<file path="config.mk">
export PLATFORM = sky130hd
export DESIGN_NAME = inst_mem_sequencer_flat
export DESIGN_NICKNAME = d
export VERILOG_FILES = /design/src/rtl/inst_seq_pkg.sv /design/src/rtl/inst_mem_sequencer_if.sv /design/src/rtl/inst_fifo.sv /design/src/rtl/inst_mem_sequencer.sv /design/src/flat_wrapper.sv
export SDC_FILE = /design/constraint.sdc
export NUM_CORES = 1
export LEC_CHECK = 0
export CORE_MARGIN = 8
export CORE_UTILIZATION = 40
export DETAILED_ROUTE_END_ITERATION = 6
export PLACE_DENSITY = 0.67
export SLEW_MARGIN = 40
export SYNTH_ARGS = -nofsm -noshare
export SYNTH_HDL_FRONTEND = slang
export SYNTH_SLANG_ARGS = --single-unit
</file>
<file path="constraint.sdc">
create_clock -name clk -period 2.64 [get_ports clk]
set_input_delay 0.264 -clock clk [delete_from_list [all_inputs] [get_ports clk]]
set_output_delay 0.264 -clock clk [all_outputs]
set_load 0.05 [all_outputs]
</file>
<file path="src/rtl/inst_seq_pkg.sv">
// Shared constants for the instruction memory sequencer: opcodes, instruction
// field positions and the sequencer FSM state type.
package inst_seq_pkg;

    localparam logic [2:0] OP_LOAD  = 3'b000;
    localparam logic [2:0] OP_STORE = 3'b001;

    // Instruction layout: {opcode, addr, length, port, pad}
    localparam int unsigned OPC_MSB  = 26;
    localparam int unsigned OPC_LSB  = 24;
    localparam int unsigned ADDR_MSB = 23;
    localparam int unsigned ADDR_LSB = 12;
    localparam int unsigned LEN_MSB  = 11;
    localparam int unsigned LEN_LSB  = 6;
    localparam int unsigned PORT_MSB = 5;
    localparam int unsigned PORT_LSB = 4;
    localparam int unsigned PAD_MSB  = 3;
    localparam int unsigned PAD_LSB  = 0;

    typedef enum logic [1:0] {
        StIdle,
        StIssue,
        StDone
    } state_e;

    function automatic logic op_legal(input logic [2:0] op);
        return (op == OP_LOAD) || (op == OP_STORE);
    endfunction

endpackage

</file>
<file path="src/rtl/inst_mem_sequencer_if.sv">
// Instruction input and memory-port output bundle of the sequencer.
// master: instruction source / observer side; slave: the sequencer itself.
interface inst_mem_sequencer_if #(
    parameter int unsigned INST_WIDTH = 27,
    parameter int unsigned ADDR_WIDTH = 12
) ();
    logic [INST_WIDTH-1:0] inst;
    logic                  inst_valid;
    logic                  inst_ready;
    logic                  mem_en;
    logic                  mem_we;
    logic [ADDR_WIDTH-1:0] mem_addr;
    logic [1:0]            mem_port;
    logic                  done;
    logic                  err;
    logic                  ovf;
    logic                  busy;

    modport master (
        output inst, inst_valid,
        input  inst_ready, mem_en, mem_we, mem_addr, mem_port, done, err, ovf, busy
    );

    modport slave (
        input  inst, inst_valid,
        output inst_ready, mem_en, mem_we, mem_addr, mem_port, done, err, ovf, busy
    );
endinterface

</file>
<file path="src/rtl/inst_fifo.sv">
// Synchronous FIFO with a registered occupancy count; full/empty come from the
// count only. DEPTH must be a power of two so the pointers wrap naturally.
module inst_fifo #(
    parameter int unsigned WIDTH = 8,
    parameter int unsigned DEPTH = 4
) (
    input  logic             clk,
    input  logic             rstn,
    input  logic             i_push,
    input  logic [WIDTH-1:0] i_wdata,
    input  logic             i_pop,
    output logic [WIDTH-1:0] o_rdata,
    output logic             o_full,
    output logic             o_empty
);
    localparam int unsigned PTR_W = (DEPTH > 1) ? $clog2(DEPTH) : 1;

    logic [WIDTH-1:0] r_mem [DEPTH];
    logic [PTR_W-1:0] r_wr_ptr;
    logic [PTR_W-1:0] r_rd_ptr;
    logic [PTR_W:0]   r_count;
    logic             w_do_push;
    logic             w_do_pop;

    assign o_full    = (r_count == (PTR_W+1)'(DEPTH));
    assign o_empty   = (r_count == '0);
    assign w_do_push = i_push && !o_full;
    assign w_do_pop  = i_pop && !o_empty;
    assign o_rdata   = r_mem[r_rd_ptr];

    // Storage array, written on accepted pushes only
    always_ff @(posedge clk) begin
        if (w_do_push) begin
            r_mem[r_wr_ptr] <= i_wdata;
        end
    end

    // Pointers and occupancy count
    always_ff @(posedge clk or negedge rstn) begin
        if (!rstn) begin
            r_wr_ptr <= '0;
            r_rd_ptr <= '0;
            r_count  <= '0;
        end else begin
            if (w_do_push) r_wr_ptr <= r_wr_ptr + PTR_W'(1);
            if (w_do_pop)  r_rd_ptr <= r_rd_ptr + PTR_W'(1);
            if (w_do_push && !w_do_pop) begin
                r_count <= r_count + (PTR_W+1)'(1);
            end else if (w_do_pop && !w_do_push) begin
                r_count <= r_count - (PTR_W+1)'(1);
            end
        end
    end

endmodule

</file>
<file path="src/rtl/inst_mem_sequencer.sv">
// Instruction memory sequencer: queues transfer instructions and expands each
// into a burst of single-word accesses on one of four memory ports.
// Optional feature macro: INST_SEQ_STRIDE_EN (pad field sets address stride 1..16).
module inst_mem_sequencer
    import inst_seq_pkg::*;
#(
    parameter int unsigned INST_WIDTH = 27,
    parameter int unsigned ADDR_WIDTH = 12,
    parameter int unsigned LEN_WIDTH  = 6,
    parameter int unsigned FIFO_DEPTH = 4
) (
    input  logic                clk,
    input  logic                rstn,
    inst_mem_sequencer_if.slave bus
);
    logic [INST_WIDTH-1:0] w_head;
    logic                  w_full;
    logic                  w_empty;
    logic                  w_push;
    logic                  w_pop;
    logic                  w_head_skip;
    logic [ADDR_WIDTH-1:0] w_stride;

    state_e                r_state;
    state_e                w_state_nxt;
    logic [2:0]            r_op;
    logic [ADDR_WIDTH-1:0] r_addr;
    logic [LEN_WIDTH-1:0]  r_rem;
    logic [1:0]            r_port;
    logic                  r_we;
    logic                  r_ovf;

    // Ready depends on the registered count only, so a same-cycle pop never frees a slot
    assign w_push = bus.inst_valid && !w_full;
    assign w_pop  = (r_state == StIdle) && !w_empty;

    inst_fifo #(
        .WIDTH (INST_WIDTH),
        .DEPTH (FIFO_DEPTH)
    ) u_fifo (
        .clk     (clk),
        .rstn    (rstn),
        .i_push  (w_push),
        .i_wdata (bus.inst),
        .i_pop   (w_pop),
        .o_rdata (w_head),
        .o_full  (w_full),
        .o_empty (w_empty)
    );

    // Illegal or zero-length instructions retire without any access
    assign w_head_skip = !op_legal(w_head[OPC_MSB:OPC_LSB]) ||
                         (w_head[LEN_MSB:LEN_LSB] == '0);

`ifdef INST_SEQ_STRIDE_EN
    logic [3:0] r_pad;

    // Stride field captured at pop alongside the other instruction fields
    always_ff @(posedge clk or negedge rstn) begin
        if (!rstn) begin
            r_pad <= '0;
        end else if (w_pop) begin
            r_pad <= w_head[PAD_MSB:PAD_LSB];
        end
    end

    assign w_stride = ADDR_WIDTH'(r_pad) + ADDR_WIDTH'(1);
`else
    logic w_unused_pad;
    assign w_unused_pad = ^w_head[PAD_MSB:PAD_LSB];
    assign w_stride     = ADDR_WIDTH'(1);
`endif

    // FSM state register
    always_ff @(posedge clk or negedge rstn) begin
        if (!rstn) begin
            r_state <= StIdle;
        end else begin
            r_state <= w_state_nxt;
        end
    end

    // FSM next-state decode
    always_comb begin
        w_state_nxt = r_state;
        unique case (r_state)
            StIdle: begin
                if (!w_empty) begin
                    w_state_nxt = w_head_skip ? StDone : StIssue;
                end
            end
            StIssue: begin
                if (r_rem == LEN_WIDTH'(1)) begin
                    w_state_nxt = StDone;
                end
            end
            StDone: begin
                w_state_nxt = StIdle;
            end
            default: begin
                w_state_nxt = StIdle;
            end
        endcase
    end

    // Instruction latch at pop, then address/remaining stepping while issuing
    always_ff @(posedge clk or negedge rstn) begin
        if (!rstn) begin
            r_op   <= OP_LOAD;
            r_addr <= '0;
            r_rem  <= '0;
            r_port <= '0;
            r_we   <= 1'b0;
        end else if (w_pop) begin
            r_op   <= w_head[OPC_MSB:OPC_LSB];
            r_addr <= w_head[ADDR_MSB:ADDR_LSB];
            r_rem  <= w_head[LEN_MSB:LEN_LSB];
            r_port <= w_head[PORT_MSB:PORT_LSB];
            r_we   <= (w_head[OPC_MSB:OPC_LSB] == OP_STORE);
        end else if (r_state == StIssue) begin
            r_addr <= r_addr + w_stride;
            r_rem  <= r_rem - LEN_WIDTH'(1);
        end
    end

    // Overflow pulse one cycle after a dropped instruction
    always_ff @(posedge clk or negedge rstn) begin
        if (!rstn) begin
            r_ovf <= 1'b0;
        end else begin
            r_ovf <= bus.inst_valid && w_full;
        end
    end

    assign bus.inst_ready = !w_full;
    assign bus.mem_en     = (r_state == StIssue);
    assign bus.mem_we     = r_we;
    assign bus.mem_addr   = r_addr;
    assign bus.mem_port   = r_port;
    assign bus.done       = (r_state == StDone);
    assign bus.err        = (r_state == StDone) && !op_legal(r_op);
    assign bus.ovf        = r_ovf;
    assign bus.busy       = (r_state != StIdle) || !w_empty;

endmodule
</file>
<file path="src/flat_wrapper.sv">
// flat-port wrapper written by rule: the top's interface ports become plain ports
module inst_mem_sequencer_flat import inst_seq_pkg::*;
#(
    parameter int unsigned INST_WIDTH = 27,
    parameter int unsigned ADDR_WIDTH = 12,
    parameter int unsigned LEN_WIDTH  = 6,
    parameter int unsigned FIFO_DEPTH = 4
)
  (clk, rstn, bus_inst, bus_inst_valid, bus_inst_ready, bus_mem_en, bus_mem_we, bus_mem_addr, bus_mem_port, bus_done, bus_err, bus_ovf, bus_busy);
  inst_mem_sequencer_if #(.INST_WIDTH(INST_WIDTH), .ADDR_WIDTH(ADDR_WIDTH)) bus_i ();
  input  logic clk;
  input  logic rstn;
  input wire logic [$bits(bus_i.inst)-1:0] bus_inst;
  input wire logic [$bits(bus_i.inst_valid)-1:0] bus_inst_valid;
  output wire logic [$bits(bus_i.inst_ready)-1:0] bus_inst_ready;
  output wire logic [$bits(bus_i.mem_en)-1:0] bus_mem_en;
  output wire logic [$bits(bus_i.mem_we)-1:0] bus_mem_we;
  output wire logic [$bits(bus_i.mem_addr)-1:0] bus_mem_addr;
  output wire logic [$bits(bus_i.mem_port)-1:0] bus_mem_port;
  output wire logic [$bits(bus_i.done)-1:0] bus_done;
  output wire logic [$bits(bus_i.err)-1:0] bus_err;
  output wire logic [$bits(bus_i.ovf)-1:0] bus_ovf;
  output wire logic [$bits(bus_i.busy)-1:0] bus_busy;
  assign bus_i.inst = bus_inst;
  assign bus_i.inst_valid = bus_inst_valid;
  assign bus_inst_ready = bus_i.inst_ready;
  assign bus_mem_en = bus_i.mem_en;
  assign bus_mem_we = bus_i.mem_we;
  assign bus_mem_addr = bus_i.mem_addr;
  assign bus_mem_port = bus_i.mem_port;
  assign bus_done = bus_i.done;
  assign bus_err = bus_i.err;
  assign bus_ovf = bus_i.ovf;
  assign bus_busy = bus_i.busy;
  inst_mem_sequencer #(.INST_WIDTH(INST_WIDTH), .ADDR_WIDTH(ADDR_WIDTH), .LEN_WIDTH(LEN_WIDTH), .FIFO_DEPTH(FIFO_DEPTH)) u_core (.clk(clk), .rstn(rstn), .bus(bus_i));
endmodule
</file>
==> results of run 1 <==
## final cells by class
type | instances | area, sq um | share of cell area
Sequential cell | 125 | 3590 | 0.555
Inverter | 8 | 30.0 | 0.00464
Tap cell | 172 | 215 | 0.0333
Timing Repair Buffer | 57 | 556 | 0.0859
Clock inverter | 15 | 267 | 0.0412
Multi-Input combinational cell | 155 | 1390 | 0.214
Clock buffer | 17 | 425 | 0.0658
## synth_stat cells (2+ instances only)
cell type,instances,area (sq um)
a211oi_1,3,22.5
buf_2,6,30.0
nor2_1,20,75.1
xor2_1,3,26.3
nand4_1,2,12.5
nand2_1,29,109
and3_1,8,50.1
edfxtp_1,92,2760
a311oi_1,5,43.8
a21oi_1,4,20.0
inv_1,6,22.5
mux2_2,2,22.5
xnor2_1,8,70.1
a31oi_1,2,12.5
dfrtp_1,33,826
clkinv_1,2,7.51
a221o_1,3,30.0
nor3_1,9,45.0
ha_1,8,100
mux4_1,9,236
mux4_2,14,315
o21ai_0,9,45.0
## power groups by stage
stage,Clock [mW],Combinational [mW],Sequential (mW)
CTS,2.76,2.95,3.11
global placement,0,2.87,3.10
finish,2.71,2.90,3.10
detailed placement,0,2.94,3.13
global route,2.84,3.14,3.17
floorplan,0,1.74,3.36
## per-stage QoR
| stage | power (mW) | std cells |
|---|---|---|
| 3_5_place_dp | 6.07 | 517 |
| 6_report | 8.71 | 549 |
| 5_1_grt | 9.15 | 549 |
| 3_3_place_gp | 5.96 | 517 |
| 4_1_cts | 8.82 | 549 |
| 2_1_floorplan | 5.10 | 299 |
## worst max-delay path by stage
stage	cells after the start	to	slack, ps
floorplan	7	u_core.u_fifo.r_count[1]$_DFFE_PN0P_	360
global placement	8	u_core.u_fifo.r_count[2]$_DFFE_PN0P_	450
detailed placement	8	u_core.u_fifo.r_count[2]$_DFFE_PN0P_	430
CTS	3	bus_err	230
global route	3	bus_mem_en	180
finish	3	bus_err	280
## registers in the layout, indices dropped and copies added (netlist names), 2 cells and up
name                    flops
u_core.r_state              2
u_core.u_fifo.r_mem        92
u_core.u_fifo.r_rd_ptr      2
u_core.r_rem                6
u_core.bus.mem_port         2
u_core.r_op                 2
u_core.u_fifo.r_count       3
u_core.bus.mem_addr        12
u_core.u_fifo.r_wr_ptr      2
## logic make-up (layout without fill, tap and decap cells)
kind of cell	Yosys count	in the layout	synth area share
AO/OA/AOI/OAI	30	30	0.0404
XOR/XNOR	11	11	0.0190
adder cells (fa/ha/maj)	9	9	0.0237
buffers and inverters	19	97	0.0210
flip-flops	125	125	0.707
multiplexers	25	25	0.113
AND/OR/NAND/NOR	80	80	0.0757
## metal layers
layer  routed length, um  global-route usage
met5                   0                   0
met4                 141              0.0629
met3                 693              0.0422
met2                5400               0.226
met1                4440               0.168
## critical path: cells and delay by family, from the launching register on
| kind | cells | cell delay (ps) |
|---|---|---|
| AND/OR/NAND/NOR | 1 | 290 |
| buffers and inverters | 1 | 800 |
| AO/OA/AOI/OAI | 1 | 180 |
| flip-flops | 1 | 420 |
==> impl_metrics.tcl, run 1 <==
set metrics [dict create \
    status "finished clean" \
    first_pass_iters 4 \
    post_cts_buffers 0 \
    synth_cells 299 \
    final_common_cell "edfxtp_1" \
    p_int_mw 5.76 \
    drtIter0Drc 233 \
    start_kind "register" \
    path_class "reg2out" \
    r2r-start "u_core.u_fifo.r_rd_ptr[0]$_DFFE_PN0P_" \
    placed_area_sq_mm 0.00577 \
    synth-main-ff-cell "edfxtp_1" \
    track_usage 0.139 \
    area_delta_synth_final_pct 27.4 \
    dpl.hpwl_mm 6.59 \
    syn_nets 338 \
    die_area_sq_mm 0.0165 \
    synth.cell_area_sq_mm 0.00507 \
    r2r_end "u_core.r_state[0]$_DFFE_PN0P_" \
    antenna_found_initial 0 \
    clkPwrFrac 0.311 \
    tns_ps 0 \
    rrSetupSlack_ps 550 \
    drive_gt1_frac 0.159 \
    async_reset_ff_frac 0.264 \
    crit_arrival_ps 2090 \
    drv_cap 0 \
    routed-via-count 2834 \
    rsz0062_at_grt "false" \
    die-height_um 129 \
    setup_viol 0 \
    clock_latency_ps 410 \
    cts_root_buffer "clkbuf_16" \
    timing.hold.ws_ps 290 \
    postLayoutCellArea_sq_mm 0.00647 \
    slowest_stage "clkdlybuf4s50_1" \
    fill_cells 1051 \
    cts.path.max_buffers 2 \
    htreeDepth 4 \
    num_rows 41 \
    core-area_sq_mm 0.0125 \
    cts_tree "built" \
    r2r_cells 5 \
    min_path_type "in2async" \
    path_cells "nor2b_1 -> o21a_1 -> clkdlybuf4s50_1" \
    grt.overflow.total 0 \
    io_pins 51 \
    avgSynthCellArea_sq_um 17.0 \
    yosysSeqAreaShare 0.707 \
    drtAntennaViolNets 0 \
    power_density_mw_per_mm2 1350 \
    slew_violations 0 \
    worstMarginPinSlew_ps 550 \
    clock_skew_ps 10.0 \
    viasPerCell 5.16 \
    final_util 0.517 \
    post-route-period-util 0.893 \
    cts_buffers 17 \
    antenna_cells 0 \
    max_slew_margin 0.632 \
    cts_hold_buffers 0 \
    pwr-share-comb 0.333 \
    cts_resized 0 \
    place_congestion 0.851 \
    wl_per_cell_um 19.4 \
    grt_pass1_wl_mm 16.9 \
    hold_viol_final 0 \
    grt_max_degree 34 \
    synth.ff_latch_count 125 \
    crit_path_max_fanout 6 \
    postLayoutSetupSlackWorst_ps 283 \
    p_sw_frac 0.338 \
    end_kind "output pin" \
    synth_edf_count 92 \
    ys_types 44 \
    fmax_mhz 424 \
    cp_slowest_stage_delay_ps 800 \
    drc 0 \
    grt_pass1_vias 3084 \
    crit_required_ps 2380 \
    start_util 0.405 \
    clk_pin_slew_ps 60 \
    final_cell_mix "edfxtp_1 (92), clkdlybuf4s50_1 (46), dfrtp_1 (33)" \
    switchingPower_mw 2.95 \
    setup.worst_path.start "u_core.r_state[1]$_DFFE_PN0P_" \
    vdd_drop_max_mv 0.562 \
    dpl_worst_slack_ps 428 \
    min_period_ps 2360 \
    dieWidth_um 129 \
    p_leak_nw 2.35 \
    wl_mm 10.7 \
    nNetsFinal 403 \
    seq_power_share 0.356 \
    port_buffers 46 \
    yosysWarnings 0 \
    clock-sinks 125 \
]
Note: power is estimated with default switching activity, not from simulation.
==> inputs of run 2 (changes only) <==
--- a/config.mk
+++ b/config.mk
@@ -8,6 +8,7 @@
 export CORE_MARGIN = 8
 export CORE_UTILIZATION = 40
 export DETAILED_ROUTE_END_ITERATION = 6
+export GPL_TIMING_DRIVEN = 0
 export PLACE_DENSITY = 0.67
 export SLEW_MARGIN = 40
 export SYNTH_ARGS = -nofsm -noshare
==> run 2 against run 1 <==
- die area unchanged
- routed wire length decreased by 3.6%
- clock-buffer cell count unchanged
- sequential power decreased by 2%
- total power decreased by 4.4%
- register-to-register slack got worse by 340 ps
- combinational power increased by 2%
==> impl_metrics.tcl, run 2 (synthesis gave the netlist of run 1 again) <==
set metrics [dict create \
    htreeDepth 4 \
    slew_violations 0 \
    first_pass_iters 4 \
    place_congestion 0.825 \
    clock-sinks 125 \
    grt_max_degree 24 \
    dieWidth_um 129 \
    final_common_cell "edfxtp_1" \
    antenna_cells 0 \
    rsz0062_at_grt "false" \
    setup.worst_path.start "u_core.r_state[1]$_DFFE_PN0P_" \
    routed-via-count 2842 \
    path_class "reg2out" \
    post-route-period-util 0.946 \
    core-area_sq_mm 0.0125 \
    cts.path.max_buffers 2 \
    start_util 0.405 \
    area_delta_synth_final_pct 25.8 \
    crit_path_max_fanout 9 \
    start_kind "register" \
    clk_pin_slew_ps 50 \
    min_period_ps 2500 \
    track_usage 0.135 \
    fill_cells 1066 \
    crit_arrival_ps 2230 \
    tns_ps 0 \
    postLayoutCellArea_sq_mm 0.00638 \
    clock_latency_ps 410 \
    drtAntennaViolNets 0 \
    cts_buffers 17 \
    wl_mm 10.3 \
    port_buffers 46 \
    min_path_type "in2async" \
    wl_per_cell_um 18.7 \
    path_cells "nand2b_1 -> buf_2 -> clkinv_1 -> clkdlybuf4s50_1" \
    slowest_stage "clkdlybuf4s50_1" \
    power_density_mw_per_mm2 1300 \
    drive_gt1_frac 0.166 \
    clock_skew_ps 6.37 \
    die_area_sq_mm 0.0165 \
    crit_required_ps 2380 \
    cts_tree "built" \
    die-height_um 129 \
    grt_pass1_vias 3067 \
    regMostFlops "u_core.u_fifo.r_mem" \
    final_cells 551 \
    grt_pass1_wl_mm 16.4 \
    max_slew_margin 0.531 \
    cts_root_buffer "clkbuf_16" \
    viasPerCell 5.16 \
    grt.overflow.total 0 \
    dp.cells 518 \
    fmax_mhz 400 \
    drtIter0Drc 264 \
    r2r-start "u_core.u_fifo.r_count[2]$_DFFE_PN0P_" \
    status "finished clean" \
    setup_viol 0 \
    antenna_found_initial 0 \
    dpl.hpwl_mm 6.75 \
    end_kind "output pin" \
    drv_cap 0 \
    p_leak_nw 2.29 \
    cp_slowest_stage_delay_ps 780 \
    largest_reg_flops 92 \
    num_rows 41 \
    drc 0 \
    io_pins 51 \
    hold_viol_final 0 \
    post_cts_buffers 0 \
    worstMarginPinSlew_ps 704 \
    vdd_drop_max_mv 0.562 \
    placed_area_sq_mm 0.00578 \
    nNetsFinal 405 \
    final_cell_mix "edfxtp_1 (92), clkdlybuf4s50_1 (45), dfrtp_1 (33)" \
]
## run 2: cell types whose count changed in the layout (fill, tap and decap cells not counted), sizes merged
cell           previous run  this run
clkbuf                   17        18
clkdlybuf4s50            46        45
buf                      11        12
dlygate4sd3               0         1
clkinvlp                  1         5
bufinv                    7         3
## run 2: worst max-delay path: cells and delay by family (launching register included)
kind | cells | cell delay, ps
and+or+nand+nor | 1 | 140
buffers and inverters | 3 | 1250
DFF | 1 | 430
## run 2: final cells by class
| type | instances | area (sq um) | area share |
|---|---|---|---|
| Timing Repair Buffer | 48 | 493 | 0.0772 |
| Clock buffer | 17 | 425 | 0.0666 |
| Inverter | 8 | 30.0 | 0.00470 |
| Tap cell | 172 | 215 | 0.0337 |
| Multi-Input combinational cell | 155 | 1390 | 0.217 |
| Clock inverter | 15 | 171 | 0.0268 |
| Buffer | 11 | 76.3 | 0.0120 |
| Sequential cell | 125 | 3590 | 0.562 |
## run 2: metal layers
| metal | up-vias | wire length [um] | track usage |
|---|---|---|---|
| li1 | 1305 | - | - |
| met1 | 1454 | 4350 | 0.157 |
| met2 | 68 | 5120 | 0.227 |
| met3 | 15 | 668 | 0.0472 |
| met4 | 0 | 148 | 0.0504 |
| met5 | - | 0 | 0 |
## run 2: where the power goes
group          switching, mW  total, mW  internal, mW  leakage [nW]
sequential             0.341       3.05          2.70          1.24
combinational           1.77       2.96          1.20         0.780
clock                  0.840       2.31          1.48         0.276
## run 2: repair_timing
action | 4_1_cts | 5_1_grt
endpoints found under the setup margin | 0 | 1
hold buffers | 1 | 0
hold endpoints to repair | 16 | 0
gates resized for setup | 0 | 1
## run 2: worst paths after layout
path | slack (ps) | depth (start not counted) | end
hold / removal | 340 | 2 | u_core.r_rem[4]$_DFFE_PN0P_
max in group asynchronous | 1860 | 3 | u_core.bus.mem_addr[2]$_DFFE_PN0P_
setup reg to reg | 210 | 10 | u_core.u_fifo.r_count[2]$_DFFE_PN0P_
hold reg to reg | 480 | 2 | u_core.r_op[2]$_DFFE_PN0N_
min in group clk | 480 | 2 | u_core.r_op[2]$_DFFE_PN0N_
setup / recovery | 140 | 4 | bus_mem_en
## run 2: per-stage QoR
stage	total power, mW	hold WS, ps	setup slack [ps]	utilization
after global routing	8.77	369	44.1	0.510
final	8.33	340	142	0.510
after global placement	6.00	460	162	0.459
after floorplan	5.10	-31.6	359	-
after detailed placement	6.09	238	149	0.462
after CTS	8.42	339	132	0.510
==> inputs of run 3 (changes only) <==
--- a/config.mk
+++ b/config.mk
@@ -5,11 +5,14 @@
 export SDC_FILE = /design/constraint.sdc
 export NUM_CORES = 1
 export LEC_CHECK = 0
+export CELL_PAD_IN_SITES_DETAIL_PLACEMENT = 1
+export CELL_PAD_IN_SITES_GLOBAL_PLACEMENT = 1
 export CORE_MARGIN = 8
 export CORE_UTILIZATION = 40
 export DETAILED_ROUTE_END_ITERATION = 6
 export GPL_TIMING_DRIVEN = 0
-export PLACE_DENSITY = 0.67
+export PLACE_DENSITY = 0.76
+export SETUP_SLACK_MARGIN = 0.05
 export SLEW_MARGIN = 40
 export SYNTH_ARGS = -nofsm -noshare
 export SYNTH_HDL_FRONTEND = slang
==> run 3 against run 2 <==
- largest cell class unchanged
- highest routed layer unchanged
- total power barely moved
- sequential share of layout area rose by 0.14 points
- flip-flop and latch count did not move
- via count rose by 0.70%
- global-route usage rose by 1.3 points
- critical path type unchanged
==> impl_metrics.tcl, run 3 (synthesis gave the netlist of run 1 again) <==
set metrics [dict create \
    nNetsFinal 404 \
    crit_path_max_fanout 6 \
    num_rows 41 \
    post-route-period-util 0.863 \
    io_pins 51 \
    grt_max_degree 24 \
    antenna_found_initial 0 \
    start_kind "register" \
    dpl_worst_slack_ps 57.0 \
    crit_required_ps 2380 \
    placed_area_sq_mm 0.00578 \
    min_path_type "in2async" \
    setup_viol 0 \
    cts_tree "built" \
    final_common_cell "edfxtp_1" \
    cts_root_buffer "clkbuf_16" \
    antenna_cells 0 \
    crit_arrival_ps 2020 \
    dieWidth_um 129 \
    drtIter0Drc 175 \
    power_density_mw_per_mm2 1310 \
    die-height_um 129 \
    cp_slowest_stage_delay_ps 800 \
    cts.path.max_buffers 2 \
    clock-sinks 125 \
    dr_wl_met3_um 519 \
    core-area_sq_mm 0.0125 \
    drtAntennaViolNets 0 \
    fmax_mhz 439 \
    grt_pass1_wl_mm 18.0 \
    dp.cells 518 \
    tns_ps 0 \
    die_area_sq_mm 0.0165 \
    postLayoutCellArea_sq_mm 0.00637 \
    timing.hold.ws_ps 309 \
    path_class "reg2out" \
    hold_viol_final 0 \
    crit_buf_inv 1 \
    regMostFlops "u_core.u_fifo.r_mem" \
    largest_reg_flops 92 \
    first_pass_iters 4 \
    viasPerCell 5.20 \
    postLayoutSetupSlackWorst_ps 361 \
    r2r_cells 9 \
    final_cell_mix "edfxtp_1 (92), clkdlybuf4s50_1 (44), dfrtp_1 (33)" \
    clock_skew_ps 7.58 \
    cts_buffers 17 \
    path_cells "nor2b_1 -> o21a_1 -> clkdlybuf4s50_1" \
    slew_violations 0 \
    clk_pin_slew_ps 50 \
    multiInputGateArea_sq_mm 0.00139 \
    p_leak_nw 2.30 \
    grt.overflow.total 0 \
    place_congestion 0.788 \
    max_slew_margin 0.545 \
    end_kind "output pin" \
    grt_pass1_vias 3234 \
    finalPower_mw 8.33 \
    status "finished clean" \
    wl_met2_mm 5.64 \
    clock_latency_ps 410 \
    min_period_ps 2280 \
    final_cells 550 \
    wl_per_cell_um 20.1 \
    routed-via-count 2862 \
    worst-path-stages 3 \
    worstMarginPinSlew_ps 683 \
    port_buffers 46 \
    ff_latch_area_sq_mm 0.00359 \
    drive_gt1_frac 0.159 \
    drv_cap 0 \
    slowest_stage "clkdlybuf4s50_1" \
    area_delta_synth_final_pct 25.5 \
    track_usage 0.148 \
    crit_family "buffers and inverters" \
    vdd_drop_max_mv 0.679 \
    drc 0 \
    rsz0062_at_grt "false" \
    final_util 0.509 \
    start_util 0.405 \
    fill_cells 1230 \
    htreeDepth 4 \
    top_layer "met4" \
    wl_met1_mm 4.80 \
    dpl.hpwl_mm 7.36 \
    wl_mm 11.1 \
]
-- run 3: changes by cell type in the layout (fill, tap and decap cells not counted), sizes merged --
cell / change
clkinv: +1
inv: -1
clkdlybuf4s50: -1
buf: -1
clkinvlp: -1
dlymetal6s2s: +1
clkbuf: +1
-- run 3: worst register-to-register path, cell delays in order (launching register included) --
cell	delay, ps
dfrtp_1	420
nor3_1	260
nor3_1	130
inv_4	210
ha_1	220
inv_1	60
fa_1	370
xor2_1	170
nor2_1	110
xor2_1	150
-- run 3: timing repair --
action | CTS | global route
endpoints found under the setup margin | 1 | 3
endpoints found under the hold margin | 14 | 0
resized for setup | 1 | 2
buffers inserted | 0 | 0
hold buffers | 1 | 0
cloned | 0 | 0
-- run 3: layout make-up --
cell class / instances / area share
sequential: 125 / 0.563
timing repair buffer: 48 / 0.0778
multi-input combinational: 155 / 0.217
clock inverter: 14 / 0.0238
buffer: 10 / 0.0112
tap: 172 / 0.0338
inverter: 8 / 0.00511
clock buffer: 18 / 0.0674
-- run 3: power breakdown --
group          switching (mW)  internal (mW)
Sequential              0.350           2.71
Combinational            1.81           1.19
Clock                   0.810           1.46
Total                    2.97           5.36
-- run 3: final timing paths --
| path | from | endpoint | slack (ps) |
|---|---|---|---|
| worst max-delay path | u_core.r_state[1]$_DFFE_PN0P_ | bus_err | 360 |
| worst min-delay path | rstn | u_core.r_rem[3]$_DFFE_PN0P_ | 310 |
| worst min register to register | u_core.bus.mem_port[0]$_DFFE_PN0N_ | u_core.bus.mem_port[0]$_DFFE_PN0N_ | 490 |
| max in group asynchronous | rstn | u_core.bus.mem_addr[7]$_DFFE_PN0P_ | 1890 |
| worst max register to register | u_core.u_fifo.r_count[2]$_DFFE_PN0P_ | u_core.u_fifo.r_count[2]$_DFFE_PN0P_ | 470 |
| min in group clk | bus_inst[25] | u_core.u_fifo.r_mem[0][25]$_DFFE_PP_ | 490 |
-- run 3: routing by layer --
metal,up-vias,global-route usage
met5,-,0
li1,1307,-
met3,7,0.0538
met2,59,0.245
met1,1489,0.175
met4,0,0.0539
==> RTL edit 1 (flow settings as in run 2) <==
Put a register stage on the output `bus.err`, without a reset. The value now appears one clock later.
--- a/src/rtl/inst_mem_sequencer.sv
+++ b/src/rtl/inst_mem_sequencer.sv
@@ -138,7 +138,9 @@
     assign bus.mem_addr   = r_addr;
     assign bus.mem_port   = r_port;
     assign bus.done       = (r_state == StDone);
-    assign bus.err        = (r_state == StDone) && !op_legal(r_op);
+    always_ff @(posedge clk) begin
+        bus.err <= (r_state == StDone) && !op_legal(r_op);
+    end
     assign bus.ovf        = r_ovf;
     assign bus.busy       = (r_state != StIdle) || !w_empty;
 
Check against the original RTL: not equivalent (Yosys sat finds a counterexample within 4 cycles, from zero or initial values and one cycle with rstn low).
==> RTL edit 1 against run 2 <==
- worst setup slack improved by 35 ps
- final area rose by 1.1%
- power rose by 2.9%
- non-clock buffer count did not move
- sequential cell count rose by 1
- critical path depth did not move
- synthesized area rose by 0.39%
- worst hold slack improved by 6.7 ps
- routed wire length rose by 2.5%
==> RTL edit 1: results (changes against run 2) <==
- Number of synthesized flops with an enable pin: 92 (unchanged)
- H-Tree Level Count: 4 (unchanged)
- Number of global-route vias before repair: 3032 (-1.1%)
- Number of antenna cells inserted: 0 (unchanged)
- Result of the run: finished clean
- Number of distinct library cell variants in the gate-level netlist after synthesis: 45 (+2.3%)
- Total routing usage reported by global routing: 13.8% (+0.29 points)
- Share of async-settable or async-resettable flops after synthesis: 26.2% (-0.21 points)
- Port Buf Inserts: 46 (unchanged)
- Synth Net Count: 339 (+0.30%)
- Post-detail-place hpwl: 6.78 mm (+0.41%)
- Filler Cell Count: 1063 (-0.28%)
- Avg WL per Cell: 19.1 um (+2.3%)
- Max FFs per register: 92 (unchanged)
- Global-route wire length before repair: 16.8 mm (+2.5%)
- CTS buffer count: 17 (unchanged)
- Ratio of cells with drive above 1 in the final layout: 16.6% (-0.044 points)
- Reg with most FFs: u_core.u_fifo.r_mem
- Post-synthesis sequential area ratio: 70.8% (+0.12 points)
- Worst skew pair latency: 410 ps (about the same)
- Cell with the largest stage delay on the worst path: sky130_fd_sc_hd__clkdlybuf4s50_1
- DRT Pass-1 Iters: 4 (unchanged)
- Hold Path Class: in2async
- Placer congestion estimate: 0.810 (-1.8%)
- Clock input transition at the sequential cells of the worst setup and hold paths: 60 ps
- Vias after detailed routing: 2866 (+0.84%)
- Top area cells in the synthesized netlist: sky130_fd_sc_hd__edfxtp_1 54%, sky130_fd_sc_hd__dfrtp_1 16%, sky130_fd_sc_hd__mux4_2 6.2%
- Worst max-slew margin expressed relative to the limit: 52.0% (-1.1 points)
- CP arrival: 2200 ps (-30 ps)
- Leakage power of the design: 0.00234 uW (+2.0%)
- Largest fanout on the critical path: 9 (unchanged)
- Setup Skew: 5.43 ps (-0.943 ps)
- Number of nets in the layout: 406 (+0.25%)
- Largest voltage drop on the vdd net: 0.652 mV (+16%)
- Antenna violations before repair: 0 (unchanged)
- Starting DRT DRC Count: 278 (+5.3%)
[RTL edit 1: cells by family (layout without fill, tap and decap cells)]
logic type,after synthesis,in the layout,share of synthesized area [%]
fa+ha+maj,9,9,2.36
buf+inv,19,99,2.09
compound gates,30,30,4.03
xor+xnor,11,11,1.89
mux,25,25,11.3
flops,126,126,70.8
simple gates,80,80,7.54
[RTL edit 1: layout make-up]
| class | count | area [sq um] | share of cell area [%] |
|---|---|---|---|
| Sequential cell | 126 | 3610 | 55.9 |
| Multi-Input combinational cell | 155 | 1390 | 21.5 |
| Timing Repair Buffer | 48 | 493 | 7.64 |
| Clock buffer | 17 | 425 | 6.59 |
| Clock inverter | 15 | 219 | 3.39 |
| Tap cell | 172 | 215 | 3.33 |
| Buffer | 11 | 78.8 | 1.22 |
| Inverter | 8 | 30.0 | 0.465 |
[RTL edit 1: layer usage]
layer / vias up / wire, um / GRT usage (%)
met3: 10 / 701 / 6.08
li1: 1308 / - / -
met4: 0 / 125 / 3.18
met1: 1471 / 4550 / 17.2
met5: - / 0 / 0
met2: 77 / 5160 / 21.7
[RTL edit 1: repair_timing]
| action | in CTS | in global routing |
|---|---|---|
| hold endpoints to repair | 15 | 0 |
| hold buffers | 1 | 0 |
| setup endpoints to repair | 0 | 2 |
| resized for setup | 0 | 2 |
[RTL edit 1: per-stage QoR]
step	total power (uW)	area [sq um]	setup slack, ps	cells	hold WS [ps]
after floorplan	5120	5090	359	300	-31.6
after global placement	6030	5770	125	518	459
after detailed placement	6120	5800	93.0	519	233
after CTS	8650	6450	52.9	552	343
after global routing	9030	6450	38.1	552	366
final	8570	6450	177	552	346
[RTL edit 1: worst paths after layout]
path	slack, ps	from	cells past startpoint	to
worst max register to register	220	u_core.u_fifo.r_count[2]$_DFFE_PN0P_	10	u_core.u_fifo.r_count[2]$_DFFE_PN0P_
worst max-delay path	180	u_core.r_state[0]$_DFFE_PN0P_	4	bus_mem_en
max in group asynchronous	1840	rstn	3	u_core.bus.mem_addr[8]$_DFFE_PN0P_
worst min-delay path	350	rstn	2	u_core.r_op[2]$_DFFE_PN0N_
worst min register to register	480	u_core.bus.mem_we$_DFFE_PN0N_	2	u_core.bus.mem_we$_DFFE_PN0N_
min in group clk	480	u_core.bus.mem_we$_DFFE_PN0N_	2	u_core.bus.mem_we$_DFFE_PN0N_
[RTL edit 1: report_power, final]
group | total [uW] | switching, uW | internal (uW) | leakage, uW
combinational | 3000 | 1790 | 1200 | 0.000781
clock | 2500 | 834 | 1670 | 0.000312
sequential | 3070 | 343 | 2730 | 0.00124
==> RTL edit 2 (flow settings as in run 2) <==
Without the edit above. Build with the macro `INST_SEQ_STRIDE_EN` defined.
--- a/src/rtl/inst_mem_sequencer.sv
+++ b/src/rtl/inst_mem_sequencer.sv
@@ -1,6 +1,8 @@
 // Instruction memory sequencer: queues transfer instructions and expands each
 // into a burst of single-word accesses on one of four memory ports.
 // Optional feature macro: INST_SEQ_STRIDE_EN (pad field sets address stride 1..16).
+`define INST_SEQ_STRIDE_EN
+
 module inst_mem_sequencer
     import inst_seq_pkg::*;
 #(
Formal check against the unedited RTL: not equivalent (Yosys sat finds a counterexample within 4 cycles, from zero or initial values and one cycle with rstn low).
==> RTL edit 2 against run 2 <==
- critical endpoint is now u_core.r_state[0]$_DFFE_PN0P_
- power increased by 19%
- largest power group is now combinational cells
- die area increased by 16%
- sequential cell count increased by 20
- maximum frequency increased by 6.8%
- worst setup slack improved by 160 ps
- register-to-register slack improved by 90 ps
- final area increased by 17%
- utilization decreased by 0.88 points
- clock power increased by 6%
- sequential power increased by 15%
- synthesized area increased by 18%
- routed wire length increased by 23%
==> RTL edit 2: results (changes against run 2) <==
- Starting DRT DRC Count: 239 (-9.5%)
- Multi-input combinational cell count: 198 (+28%)
- Non-clock inverter count in the final layout: 11 (+3)
- Largest fanout on the critical path: 10 (+1)
- Switch share: 36.2% (+0.73 points)
- Number of nets in the layout: 485 (+20%)
- Cell family with most CP delay: simple AND/OR/NAND/NOR gates
- Cell with the largest stage delay on the worst path: sky130_fd_sc_hd__or4_4
- Maximum number of pins on one net before global-route repair: 38 (+58%)
- Number of global-route vias before repair: 3660 (+19%)
- Number of sequential cells in the layout: 145 (+16%)
- Non-clock buffer share of cell area: 9.05% (+0.13 points)
- Total routing usage reported by global routing: 13.9% (+0.36 points)
- Setup Skew: 4.43 ps (-1.94 ps)
- Global Route met1 Usage: 16.9% (+1.2 points)
- Via density: 5.34 (+3.6%)
- Clock network fraction of design power: 24.7% (-3.1 points)
- Avg WL per Cell: 19.8 um (+6.1%)
- Placed cell count: 609 (+18%)
- Met3 WL post-DR: 529 um (-21%)
- Actual transition at the worst max-transition pin: 715 ps (+11.0 ps)
- Well Taps: 188 (+9.3%)
- Placed instance area: 6860 sq um (+19%)
- Global-route wire length before repair: 20.4 mm (+25%)
- Syn Inst Count: 367 (+23%)
- Synth Net Count: 412 (+22%)
- Port Buf Inserts: 50 (+8.7%)
- Number of distinct library cell variants in the gate-level netlist after synthesis: 50 (+14%)
- Resized cells post-CTS: 2 (+2)
- Placer congestion estimate: 0.821 (-0.50%)
- Number of non-clock buffers in the layout: 67 (+14%)
- Met2 Track Usage GR: 22.7% (+0.093 points)
- Result of the run: finished clean
- Internal Dissipation: 6300 uW (+17%)
- CP arrival: 2620 ps (+390 ps)
- Met2 routed wirelength: 6.42 mm (+25%)
- Seq/total area: 55.7% (-0.46 points)
- Number of synthesized flops with an enable pin: 108 (+17%)
- Power in sequential cells: 3510 uW (+15%)
- Cell types with the highest counts after synthesis: 108 x sky130_fd_sc_hd__edfxtp_1, 45 x sky130_fd_sc_hd__nand2_1, 37 x sky130_fd_sc_hd__dfrtp_1
- Multi-input gate share of the layout cell area: 23.4% (+1.7 points)
- Share of async-settable or async-resettable flops after synthesis: 25.5% (-0.88 points)
- Post-route cell area: 7480 sq um (+17%)
RTL edit 2: cell types whose count changed after synthesis, moves of 4 or more:
cell,before,now
sky130_fd_sc_hd__a311oi_1,5,1
sky130_fd_sc_hd__clkbuf_1,1,7
sky130_fd_sc_hd__dfrtp_1,33,37
sky130_fd_sc_hd__edfxtp_1,92,108
sky130_fd_sc_hd__ha_1,8,13
sky130_fd_sc_hd__mux4_1,9,4
sky130_fd_sc_hd__mux4_2,14,23
sky130_fd_sc_hd__nand2_1,29,45
sky130_fd_sc_hd__nor3_1,9,4
sky130_fd_sc_hd__or4_1,0,4
RTL edit 2: logic make-up after synthesis:
logic type,Yosys count,synth area share [%]
AND/OR/NAND/NOR,98,7.84
multiplexers,31,11.1
buffers and inverters,24,1.69
flip-flops,145,69.3
adder cells (fa/ha/maj),15,3.37
AO/OA/AOI/OAI,43,5.10
XOR/XNOR,11,1.60
RTL edit 2: path summary, 6_finish.rpt:
check                                                           start                                    end  slack, ps  cells past startpoint
worst min-delay path                                             rstn  u_core.u_fifo.r_wr_ptr[0]$_DFFE_PN0P_        360                      2
worst max-delay path            u_core.u_fifo.r_rd_ptr[1]$_DFFE_PN0P_          u_core.r_state[0]$_DFFE_PN0P_        300                      5
max in group asynchronous                                        rstn     u_core.bus.mem_port[0]$_DFFE_PN0N_       1910                      2
worst max register to register  u_core.u_fifo.r_rd_ptr[1]$_DFFE_PN0P_          u_core.r_state[0]$_DFFE_PN0P_        300                      5
worst min register to register             u_core.r_op[1]$_DFFE_PN0N_             u_core.r_op[1]$_DFFE_PN0N_        490                      2
min in group clk                                         bus_inst[26]   u_core.u_fifo.r_mem[3][26]$_DFFE_PP_        480                      1
